<file path="src/rtl/serial_full_subtractor.sv">
// Bit-serial unsigned subtractor: diff = a - b, one bit per clock, LSB first.
// One full-subtractor cell, a borrow flip-flop and a three-state sequencer.
module serial_full_subtractor #(
    parameter int WIDTH = 8
) (
    input  logic             clk,
    input  logic             rst_n,
    input  logic             start,
    input  logic [WIDTH-1:0] a,
    input  logic [WIDTH-1:0] b,
    output logic             busy,
    output logic             done,
    output logic [WIDTH-1:0] diff,
    output logic             borrow
);

    localparam int CW = $clog2(WIDTH + 1);

    typedef enum logic [1:0] {
        IDLE,
        RUN,
        DONE
    } state_t;

    state_t           state_q;
    logic [WIDTH-1:0] sa_q;
    logic [WIDTH-1:0] sb_q;
    logic [WIDTH-1:0] sr_q;
    logic [CW-1:0]    cnt_q;
    logic             bf_q;
    logic             busy_q;
    logic             done_q;
    logic [WIDTH-1:0] diff_q;
    logic             borrow_q;

    logic             bit_d;
    logic             bf_d;
    logic [WIDTH-1:0] sr_d;
    logic             last_bit;

    // Full-subtractor cell on the current LSBs plus the shifted result.
    always_comb begin
        bit_d    = sa_q[0] ^ sb_q[0] ^ bf_q;
        bf_d     = (~sa_q[0] & sb_q[0]) | (~(sa_q[0] ^ sb_q[0]) & bf_q);
        sr_d     = {bit_d, sr_q[WIDTH-1:1]};
        last_bit = (cnt_q == CW'(WIDTH - 1));
    end

    // Sequencer and datapath registers; all outputs are registered here.
    always_ff @(posedge clk or negedge rst_n) begin
        if (!rst_n) begin
            state_q  <= IDLE;
            sa_q     <= '0;
            sb_q     <= '0;
            sr_q     <= '0;
            cnt_q    <= '0;
            bf_q     <= 1'b0;
            busy_q   <= 1'b0;
            done_q   <= 1'b0;
            diff_q   <= '0;
            borrow_q <= 1'b0;
        end else begin
            unique case (state_q)
                IDLE, DONE: begin
                    done_q <= 1'b0;
                    if (start) begin
                        sa_q    <= a;
                        sb_q    <= b;
                        bf_q    <= 1'b0;
                        cnt_q   <= '0;
                        busy_q  <= 1'b1;
                        state_q <= RUN;
                    end else begin
                        state_q <= IDLE;
                    end
                end
                RUN: begin
                    sa_q  <= sa_q >> 1;
                    sb_q  <= sb_q >> 1;
                    sr_q  <= sr_d;
                    bf_q  <= bf_d;
                    cnt_q <= cnt_q + CW'(1);
                    if (last_bit) begin
                        diff_q   <= sr_d;
                        borrow_q <= bf_d;
                        done_q   <= 1'b1;
                        busy_q   <= 1'b0;
                        state_q  <= DONE;
                    end
                end
                default: begin
                    state_q <= IDLE;
                    busy_q  <= 1'b0;
                    done_q  <= 1'b0;
                end
            endcase
        end
    end

    assign busy   = busy_q;
    assign done   = done_q;
    assign diff   = diff_q;
    assign borrow = borrow_q;

endmodule
</file>
<file path="config.mk">
export PLATFORM = sky130hd
export DESIGN_NAME = serial_full_subtractor
export DESIGN_NICKNAME = d
export VERILOG_FILES = /design/src/rtl/serial_full_subtractor.sv
export SDC_FILE = /design/constraint.sdc
export NUM_CORES = 1
export LEC_CHECK = 0
export ABC_AREA = 1
export CORE_MARGIN = 3
export CORE_UTILIZATION = 50
export CTS_BUF_LIST = sky130_fd_sc_hd__clkbuf_16
export DETAILED_ROUTE_END_ITERATION = 8
export PLACE_DENSITY = 0.76
export SLEW_MARGIN = 20
export SYNTH_ARGS = -nofsm -noshare
export SYNTH_HDL_FRONTEND = slang
export SYNTH_SLANG_ARGS = --single-unit
</file>
<file path="constraint.sdc">
create_clock -name clk -period 1.9 [get_ports clk]
set_input_delay 0.38 -clock clk [delete_from_list [all_inputs] [get_ports clk]]
set_output_delay 0.38 -clock clk [all_outputs]
set_load 0.1 [all_outputs]
</file>
==> results of run 1 <==
==> logic make-up after synthesis <==
family / after synthesis / share of synthesized area (%)
AOI/OAI and AO/OA: 9 / 2.58
adders and majority gates: 2 / 1.81
buffers and inverters: 30 / 7.53
DFF: 40 / 55.7
and+or+nand+nor: 138 / 32.3
==> power groups by stage <==
stage / logic, mW / registers, mW / clock network (mW)
6_report: 2.19 / 1.51 / 0.767
4_1_cts: 2.22 / 1.52 / 0.783
3_5_place_dp: 2.22 / 1.52 / 0
2_1_floorplan: 0.983 / 2.23 / 0
5_1_grt: 2.42 / 1.57 / 0.821
3_3_place_gp: 2.18 / 1.51 / 0
==> how the worst max path moves through the flow <==
stage	start	endpoint	slack (ns)	cells past startpoint
6_report	cnt_q[0]	borrow	0.48	6
2_1_floorplan	done	sa_q[0]	0.22	7
3_5_place_dp	start	sa_q[5]	0.40	8
3_3_place_gp	start	sa_q[5]	0.45	8
4_1_cts	cnt_q[0]	borrow	0.46	6
5_1_grt	cnt_q[0]	diff[5]	0.32	6
==> stage by stage <==
step,area [µm²],total power [mW]
after floorplan,1800,3.22
after global placement,2130,3.68
after detailed placement,2130,3.74
after CTS,2270,4.52
after global routing,2270,4.81
final,2270,4.47
==> final cells by class <==
type	instances	area (µm²)	share of cell area (%)
clock buffer	5	125	5.52
timing repair buffer	32	318	14.0
inverter	25	98.8	4.36
clock inverter	2	8.76	0.386
multi-input combinational	149	659	29.1
tap	46	57.6	2.54
sequential	40	1000	44.1
==> cells in the mapped netlist <==
master	n
a21oi_1	2
buf_2	2
buf_4	2
buf_6	1
dfrtp_1	40
fa_1	1
ha_1	1
inv_1	22
inv_2	2
inv_6	1
nand2_1	115
nand2_2	2
nand2_4	1
nand3_1	12
nand3b_1	1
nand4_1	1
nor2_1	2
nor2_2	1
nor2_4	1
nor2_8	1
o21ai_0	6
o22ai_1	1
or2_2	1
==> registers in the layout (all words and copies together), names as in the netlist <==
name,count
sb_q,8
sr_q,7
diff,8
cnt_q,4
borrow,1
done,1
bf_q,1
busy,1
sa_q,8
state_q,1
==> metal layers <==
metal,track usage [%],wire length [µm],vias up
li1,-,-,730
met4,6.22,29,0
met5,0,0,-
met3,4.25,184,4
met2,26.8,1480,32
met1,20.8,1450,635
==> worst reg2reg max path, cell delays in order (launching register included) <==
cell and delay (ns):
dfrtp_1 0.41, ha_1 0.21, nand2_1 0.11, nor2_4 0.23, nand2_2 0.19, nand2_1 0.11
nand2_1 0.05
==> impl_metrics.csv, run 1 <==
group,metric,value,unit
run_status,status,"finished clean",
worst_setup_path,r2r-end,"borrow",
pwr,powerDensity,1970,nW/µm²
die,dieArea,4350,µm²
timing,timing.hold.ws,0.152,ns
clock_tree,cts_setup_buffers,0,
worst_setup_path,worst_ep_required_time,2.07,ns
cells_and_area,utilization,66.9,%
global_route,grt_pass1_wl,5460,µm
global_route,grt_max_degree,41,
pwr,static-leakage-power,1.23,nW
yosys,synth_area_leaders,"dfrtp_1, nand2_1, inv_1",
worst_setup_path,timing_worst_setup_path_type,"register to register",
timing,worst_slack,0.479,ns
place,gp_routability_congestion,0.713,
yosys,yosysWarnings,0,
cells_and_area,final_common_cell,"nand2_1",
clock_tree,clk_pin_slew,0.05,ns
clock_tree,root_buffer,"clkbuf_16",
place,placed_cells,292,
route,dr.pass1.iters,4,
worst_setup_path,startpoint_type,"register",
place,dpl.hpwl,2120,µm
timing,layout_min_cycle_time,1.42,ns
timing,finalSetupViolations,0,
yosys,syn_nets,240,
yosys,yosysSeqAreaShare,55.7,%
timing,slew_headroom,67.3,%
worst_setup_path,path_buf_inv,0,
place,io_buffers,29,
die,coreArea,3390,µm²
worst_hold_path,min_path_type,"input port to async pin",
timing,rsz0062_at_grt,"false",
timing,worst_slew_pin_slew,0.490,ns
yosys,syn_area_per_cell,8.20,µm²
pwr,p_seq_share,33.8,%
clock_tree,clk_path_buf_depth,2,
route,drt_iter0_markers,87,
cells_and_area,finalNonFillerCells,299,
route,drc,0,
yosys,synth_top_area_cell,"dfrtp_1",
yosys,ys_types,23,
global_route,gr-total-overflow,0,
yosys,synth_cells,219,
worst_setup_path,slowest_delay,0.41,ns
yosys,synth_seq_cells,40,
route,wl,3140,µm
clock_tree,cts_tree,"done",
run,max-cap-violations,0,
timing,final_max_slew_viol_count,0,
pwr,power_frac_comb,49.0,%
timing,post-route-period-util,74.8,%
worst_setup_path,cp_max_fo,10,
worst_setup_path,worstSetupEndpointType,"register",
cells_and_area,fillers,286,
worst_setup_path,cpMostUsedCell,"nand2_1",
timing,hold_viol_final,0,
global_route,antenna_found_initial,0,
die,initial_utilization,53.0,%
clock_tree,hold_buffers,0,
timing,fmax,0.704,GHz
route,vias,1401,
clock_tree,cts_sinks,40,
die,die-width,65.9,µm
worst_setup_path,rrSetupSlack,0.48,ns
global_route,grt_use_total,16.4,%
pwr,p_clk_share,17.2,%
die,die_h,65.9,µm
route,wire_per_inst,10.5,µm
yosys,synth_top_area_share,55.7,%
timing,clock_skew,0.00292,ns
pwr,p_int,2.35,mW
place,pre_cts_ws,0.401,ns
cells_and_area,final_cell_mix,"nand2_1, dfrtp_1, inv_1, clkdlybuf4s50_1, nand3_1",
die,io_pins,30,
cells_and_area,final_nets,274,
worst_setup_path,critical_path.top_delay_family,"simple AND/OR/NAND/NOR gates",
route,final_antenna_net_count,0,
clock_tree,htreeDepth,2,
yosys,synth_area,1800,µm²
global_route,grt_pass1_vias,1252,
die,row_count,21,
worst_setup_path,r2r-start,"cnt_q[0]",
timing,tns,0,ns
worst_setup_path,reg2regPathDepth,6,
pwr,p_sw,2.13,mW
cells_and_area,diodes,0,
worst_setup_path,path_cells,"ha_1 -> nand2_1 -> nor2_4 -> nand2_2 -> nand2_1 -> nand2_1",
worst_setup_path,crit_path_top_delay_cell,"dfrtp_1",
clock_tree,worstSkewPairLatency,0.27,ns
worst_setup_path,critPathArrivalTime,1.59,ns
pwr,peakVddDrop,0.000904,V
cells_and_area,syn_to_final_growth,26.3,%
clock_tree,numCtsBuffers,5,
route,viasPerCell,4.69,
cells_and_area,drive_above_1_share,12.3,%
pwr,sw_frac_of_total,47.6,%
clock_tree,cts_resized,0,
(Power assumes the default switching activity.)
==> run 2, diff against run 1 <==
--- a/config.mk
+++ b/config.mk
@@ -7,10 +7,10 @@
 export LEC_CHECK = 0
 export ABC_AREA = 1
 export CORE_MARGIN = 3
-export CORE_UTILIZATION = 50
+export CORE_UTILIZATION = 47
 export CTS_BUF_LIST = sky130_fd_sc_hd__clkbuf_16
 export DETAILED_ROUTE_END_ITERATION = 8
-export PLACE_DENSITY = 0.76
+export PLACE_DENSITY = 0.75
 export SLEW_MARGIN = 20
 export SYNTH_ARGS = -nofsm -noshare
 export SYNTH_HDL_FRONTEND = slang
==> constraint.sdc (replaced) <==
create_clock -name clk -period 1.3 [get_ports clk]
set_input_delay 0.26 -clock clk [delete_from_list [all_inputs] [get_ports clk]]
set_output_delay 0.26 -clock clk [all_outputs]
set_load 0.1 [all_outputs]
==> run 2 against run 1 <==
Net effect: sequential power grew 52%; setup slack lost 0.43 ns; sequential share of layout area shrank 4.0 points; combinational power grew 75%; worst hold slack gained 0.27 ns; wire length grew 12%; sequential cell count is the same; non-clock buffer count grew 10; total power grew 63%; die area grew 5.8%; critical path depth shrank 5; critical path type is now register to primary output; largest cell class unchanged; highest routed layer unchanged.
==> impl_metrics.csv, run 2 (same netlist as run 1, synthesis figures left out) <==
group,metric,value,unit
global_route,grt_use_total,18.5,%
run,max-cap-violations,0,
worst_setup_path,path_cells,"buf_12",
die,row_count,21,
timing,finalSetupViolations,0,
timing,final_max_slew_viol_count,0,
die,coreArea,3490,µm²
pwr,p_clk_share,16.0,%
pwr,sw_frac_of_total,45.7,%
pwr,static-leakage-power,1.32,nW
place,io_buffers,29,
route,final_antenna_net_count,0,
worst_setup_path,critical_path.top_delay_family,"flip-flops",
die,initial_utilization,51.4,%
worst_setup_path,slowest_delay,0.52,ns
place,gp_routability_congestion,0.819,
worst_setup_path,worstSetupEndpointType,"primary output",
run_status,status,"finished clean",
worst_setup_path,critPathArrivalTime,0.99,ns
route,dr.pass1.iters,4,
pwr,power_frac_comb,52.6,%
worst_setup_path,timing_worst_setup_path_type,"register to primary output",
route,drc,0,
clock_tree,cts_tree,"done",
worst_setup_path,crit_path_top_delay_cell,"dfrtp_4",
cells_and_area,fin_area,2510,µm²
timing,worst_slew_pin_slew,0.318,ns
global_route,antenna_found_initial,0,
global_route,grt_max_degree,22,
clock_tree,numCtsBuffers,5,
clock_tree,root_buffer,"clkbuf_16",
worst_setup_path,crit_start,"done",
cells_and_area,diodes,0,
route,wl,3520,µm
worst_setup_path,startpoint_type,"register",
die,io_pins,30,
die,die-width,67.8,µm
route,viasPerCell,4.71,
timing,rsz0062_at_grt,"false",
timing,clock_skew,0.00677,ns
route,vias,1464,
pwr,p_seq_share,31.5,%
clock_tree,worstSkewPairLatency,0.28,ns
pwr,powerDensity,2910,nW/µm²
worst_setup_path,cp_max_fo,3,
worst_setup_path,worst_ep_required_time,1.04,ns
route,wire_per_inst,11.3,µm
timing,slew_headroom,78.8,%
clock_tree,htreeDepth,2,
timing,fmax,0.801,GHz
die,die_h,67.8,µm
cells_and_area,drive_above_1_share,17.0,%
global_route,gr-total-overflow,0,
timing,hold_viol_final,0,
global_route,grt_pass1_vias,1358,
timing,tns,0,ns
worst_hold_path,min_path_type,"input port to async pin",
pwr,p_sw,3.33,mW
global_route,grt_pass1_wl,6140,µm
cells_and_area,final_nets,285,
cells_and_area,final_cell_mix,"nand2_1, dfrtp_1, inv_1, clkdlybuf4s50_1, buf_12",
pwr,p_int,3.96,mW
route,drt_iter0_markers,91,
die,dieArea,4600,µm²
pwr,peakVddDrop,0.00211,V
timing,layout_min_cycle_time,1.25,ns
place,placed_area,2320,µm²
clock_tree,clk_path_buf_depth,2,
cells_and_area,syn_to_final_growth,39.6,%
clock_tree,clk_pin_slew,0.06,ns
place,dpl.hpwl,2510,µm
cells_and_area,final_common_cell,"nand2_1",
timing,post-route-period-util,96.0,%
worst_setup_path,r2r-start,"sa_q[0]",
clock_tree,cts_sinks,40,
worst_setup_path,path_buf_inv,1,
cells_and_area,fillers,264,
run 2: power by group through the flow:
stage	Clock [mW]	Sequential, mW	Combinational [mW]
2_1_floorplan	0	3.27	1.44
3_3_place_gp	0	2.27	3.72
3_5_place_dp	0	2.29	3.77
4_1_cts	1.18	2.28	3.79
5_1_grt	1.25	2.38	4.18
6_report	1.16	2.29	3.83
run 2: area by class of cell:
cell class	count	area (µm²)	share of cell area [%]
Multi-Input combinational cell	150	686	27.4
Sequential cell	40	1000	40.1
Clock buffer	5	125	4.99
Tap cell	46	57.6	2.30
Timing Repair Buffer	42	520	20.8
Clock inverter	3	13.8	0.549
Inverter	25	98.8	3.94
run 2: per-stage QoR:
stage	power [mW]	util (%)	setup WS [ns]	hold slack, ns	std cells
2_1_floorplan	4.71	-	0.00428	-0.0356	219
3_3_place_gp	5.99	66.5	0.00718	0.171	300
3_5_place_dp	6.06	66.5	-0.0284	0.175	300
4_1_cts	7.25	70.7	0.0193	0.404	309
5_1_grt	7.81	71.7	0.0223	0.449	311
6_report	7.29	71.7	0.0514	0.422	311
run 2: repair_timing:
action                                 in CTS  in global routing
hold buffers                                1                  0
endpoints found under the hold margin      11                  0
gates resized for setup                     0                  4
setup endpoints to repair                   0                 10
buffers inserted                            0                  1
run 2: final timing paths:
kind	to	slack [ns]	cells after the start
setup / recovery	done	0.05	1
hold / removal	sr_q[3]	0.42	2
setup reg to reg	sr_q[7]	0.10	3
hold reg to reg	sr_q[1]	0.48	2
max in group asynchronous	cnt_q[3]	0.45	3
min in group clk	sr_q[1]	0.48	2
run 2: routing by layer:
layer / up-vias / GRT usage, % / wire length (µm)
met5: - / 0 / 0
met4: 0 / 10.4 / 81
met1: 677 / 23.2 / 1600
met2: 26 / 28.9 / 1690
met3: 8 / 4.66 / 143
li1: 753 / - / -
==> run 3, diff against run 2 <==
--- a/config.mk
+++ b/config.mk
@@ -6,11 +6,11 @@
 export NUM_CORES = 1
 export LEC_CHECK = 0
 export ABC_AREA = 1
-export CORE_MARGIN = 3
 export CORE_UTILIZATION = 47
 export CTS_BUF_LIST = sky130_fd_sc_hd__clkbuf_16
 export DETAILED_ROUTE_END_ITERATION = 8
 export PLACE_DENSITY = 0.75
+export SETUP_SLACK_MARGIN = 0.1
 export SLEW_MARGIN = 20
 export SYNTH_ARGS = -nofsm -noshare
 export SYNTH_HDL_FRONTEND = slang
==> constraint.sdc (replaced) <==
create_clock -name clk -period 1.1 [get_ports clk]
set_input_delay 0.22 -clock clk [delete_from_list [all_inputs] [get_ports clk]]
set_output_delay 0.22 -clock clk [all_outputs]
set_load 0.1 [all_outputs]
==> run 3 against run 2 <==
Net effect: the run now ends with setup timing left; critical path depth increased by 6; highest routed layer unchanged; total power increased by 38%; worst hold slack got worse by 0.083 ns; sequential share of layout area down 4.7 points; final area up 15%; clock skew down 0.0027 ns; critical endpoint is now sb_q[0]; final cell count increased by 8.4%; utilization increased by 7.0 points; via count grew 10%; non-clock buffer count increased by 22; largest power group unchanged; clock power up 16%; sequential power rose by 20%.
==> impl_metrics.csv, run 3 (same netlist as run 1, synthesis figures left out) <==
group,metric,value,unit
run_status,status,"complete, but fails checks",
worst_setup_path,reg2regPathDepth,7,
timing,layout_min_cycle_time,1.33,ns
timing,timing.hold.ws,0.339,ns
cells_and_area,final_nets,309,
run_status,failed_checks,"setup timing",
clock_tree,htreeDepth,2,
timing,tns,-5.00,ns
route,viasPerCell,4.79,
worst_setup_path,worst_ep_required_time,1.32,ns
timing,slew_headroom,83.7,%
run,max-cap-violations,0,
pwr,peakVddDrop,0.00162,V
global_route,gr-total-overflow,0,
worst_setup_path,critPathArrivalTime,1.55,ns
pwr,total_power,10.0,mW
die,coreArea,3660,µm²
worst_setup_path,worstSetupEndpointType,"register",
die,dieArea,4070,µm²
route,wire_per_inst,12.6,µm
timing,final_max_slew_viol_count,0,
global_route,grt_pass1_vias,1507,
place,dpl.hpwl,2390,µm
pwr,static-leakage-power,1.46,nW
clock_tree,root_buffer,"clkbuf_16",
route,dr.pass1.iters,4,
place,gp_routability_congestion,0.753,
route,final_antenna_net_count,0,
die,io_pins,30,
global_route,antenna_found_initial,0,
clock_tree,clk_pin_slew,0.06,ns
cells_and_area,syn_to_final_growth,60.5,%
worst_setup_path,startpoint_type,"register",
die,row_count,22,
clock_tree,numCtsBuffers,5,
cells_and_area,drive_above_1_share,34.3,%
pwr,p_int,5.54,mW
clock_tree,cts_tree,"done",
clock_tree,cts_sinks,40,
route,wl,4260,µm
cells_and_area,fillers,204,
pwr,p_sw,4.50,mW
cells_and_area,final_common_cell,"nand2_1",
global_route,grt_max_degree,32,
cells_and_area,diodes,0,
pwr,p_seq_share,27.3,%
die,die_h,63.8,µm
cells_and_area,final_cell_mix,"nand2_1, dfrtp_1, inv_1, buf_4, clkdlybuf4s50_1",
worst_setup_path,r2r-end,"sb_q[0]",
worst_setup_path,rrSetupSlack,-0.23,ns
die,initial_utilization,49.0,%
worst_setup_path,timing_worst_setup_path_type,"register to register",
clock_tree,clk_path_buf_depth,2,
route,drt_iter0_markers,74,
worst_hold_path,min_path_type,"input port to async pin",
place,io_buffers,29,
route,drc,0,
timing,worst_slack,-0.231,ns
global_route,grt_pass1_wl,6530,µm
timing,hold_viol_final,0,
pwr,p_clk_share,13.4,%
timing,clock_skew,0.00410,ns
timing,finalSetupViolations,42,
pwr,powerDensity,3480,nW/µm²
worst_setup_path,cp_max_fo,8,
place,pre_cts_ws,-0.213,ns
timing,post-route-period-util,121,%
timing,rsz0062_at_grt,"true",
timing,fmax,0.751,GHz
worst_setup_path,r2r-start,"done",
route,vias,1613,
pwr,sw_frac_of_total,44.9,%
global_route,grt_use_total,21.1,%
clock_tree,worstSkewPairLatency,0.28,ns
die,die-width,63.8,µm
pwr,power_frac_comb,59.3,%
timing,worst_slew_pin_slew,0.245,ns
## run 3: changes by cell type in the layout (fill, tap and decap cells not counted), sizes merged
cell    before  now
clkbuf       5    6
inv         25   27
buf         24   45
## run 3: critical path: stages, from the launching register on
cell and delay [ns]:
dfrtp_4 0.48, buf_6 0.14, nor2_8 0.21, clkbuf_16 0.20, nand2_1 0.06, nand2_1 0.07
inv_1 0.05, nand2_1 0.07
## run 3: stage by stage
stage | area (µm²) | utilization [%] | instances
floorplan | 1840 | - | 219
global placement | 2400 | 65.6 | 307
detailed placement | 2400 | 65.6 | 307
CTS | 2670 | 72.8 | 326
global route | 2880 | 78.7 | 337
finish | 2880 | 78.7 | 337
## run 3: timing repair
action                                 CTS  global route
setup buffers                            9             8
hold buffers                             1             0
resized for setup                       14            32
setup endpoints to repair               50            51
pin swaps                                5            22
cloned                                   1             3
endpoints found under the hold margin    9             0
## run 3: power by group through the flow
stage / combinational (mW) / clock (mW) / sequential [mW]
after floorplan: 1.83 / 0 / 3.91
after global placement: 4.64 / 0 / 2.68
after detailed placement: 4.75 / 0 / 2.71
after CTS: 5.14 / 1.36 / 2.69
after global routing: 6.39 / 1.43 / 2.81
final: 5.95 / 1.35 / 2.74
## run 3: per-layer routing
layer  share of wire (%)  track usage (%)  wire length [µm]
met1                  41             23.4              1740
met2                  54             37.1              2290
met5                   0                0                 0
met4                 1.9             10.5                81
met3                 3.5             5.36               149
## run 3: cell type report
| class | count | area (µm²) | share of cell area, % |
|---|---|---|---|
| Sequential cell | 40 | 1020 | 35.3 |
| Multi-Input combinational cell | 150 | 771 | 26.7 |
| Timing Repair Buffer | 64 | 769 | 26.7 |
| Clock buffer | 5 | 125 | 4.34 |
| Inverter | 25 | 106 | 3.69 |
| Tap cell | 48 | 60.1 | 2.08 |
| Timing Repair inverter | 2 | 20.0 | 0.695 |
| Clock inverter | 3 | 11.3 | 0.391 |
## run 3: worst max-delay path by stage
stage	slack, ns	end	start	depth (start not counted)
4_1_cts	-0.15	done	done	2
6_report	-0.23	sb_q[0]	done	7
3_5_place_dp	-0.21	sa_q[1]	start	8
2_1_floorplan	-0.18	cnt_q[2]	done	7
3_3_place_gp	-0.19	sa_q[0]	start	8
5_1_grt	-0.31	sb_q[0]	done	7
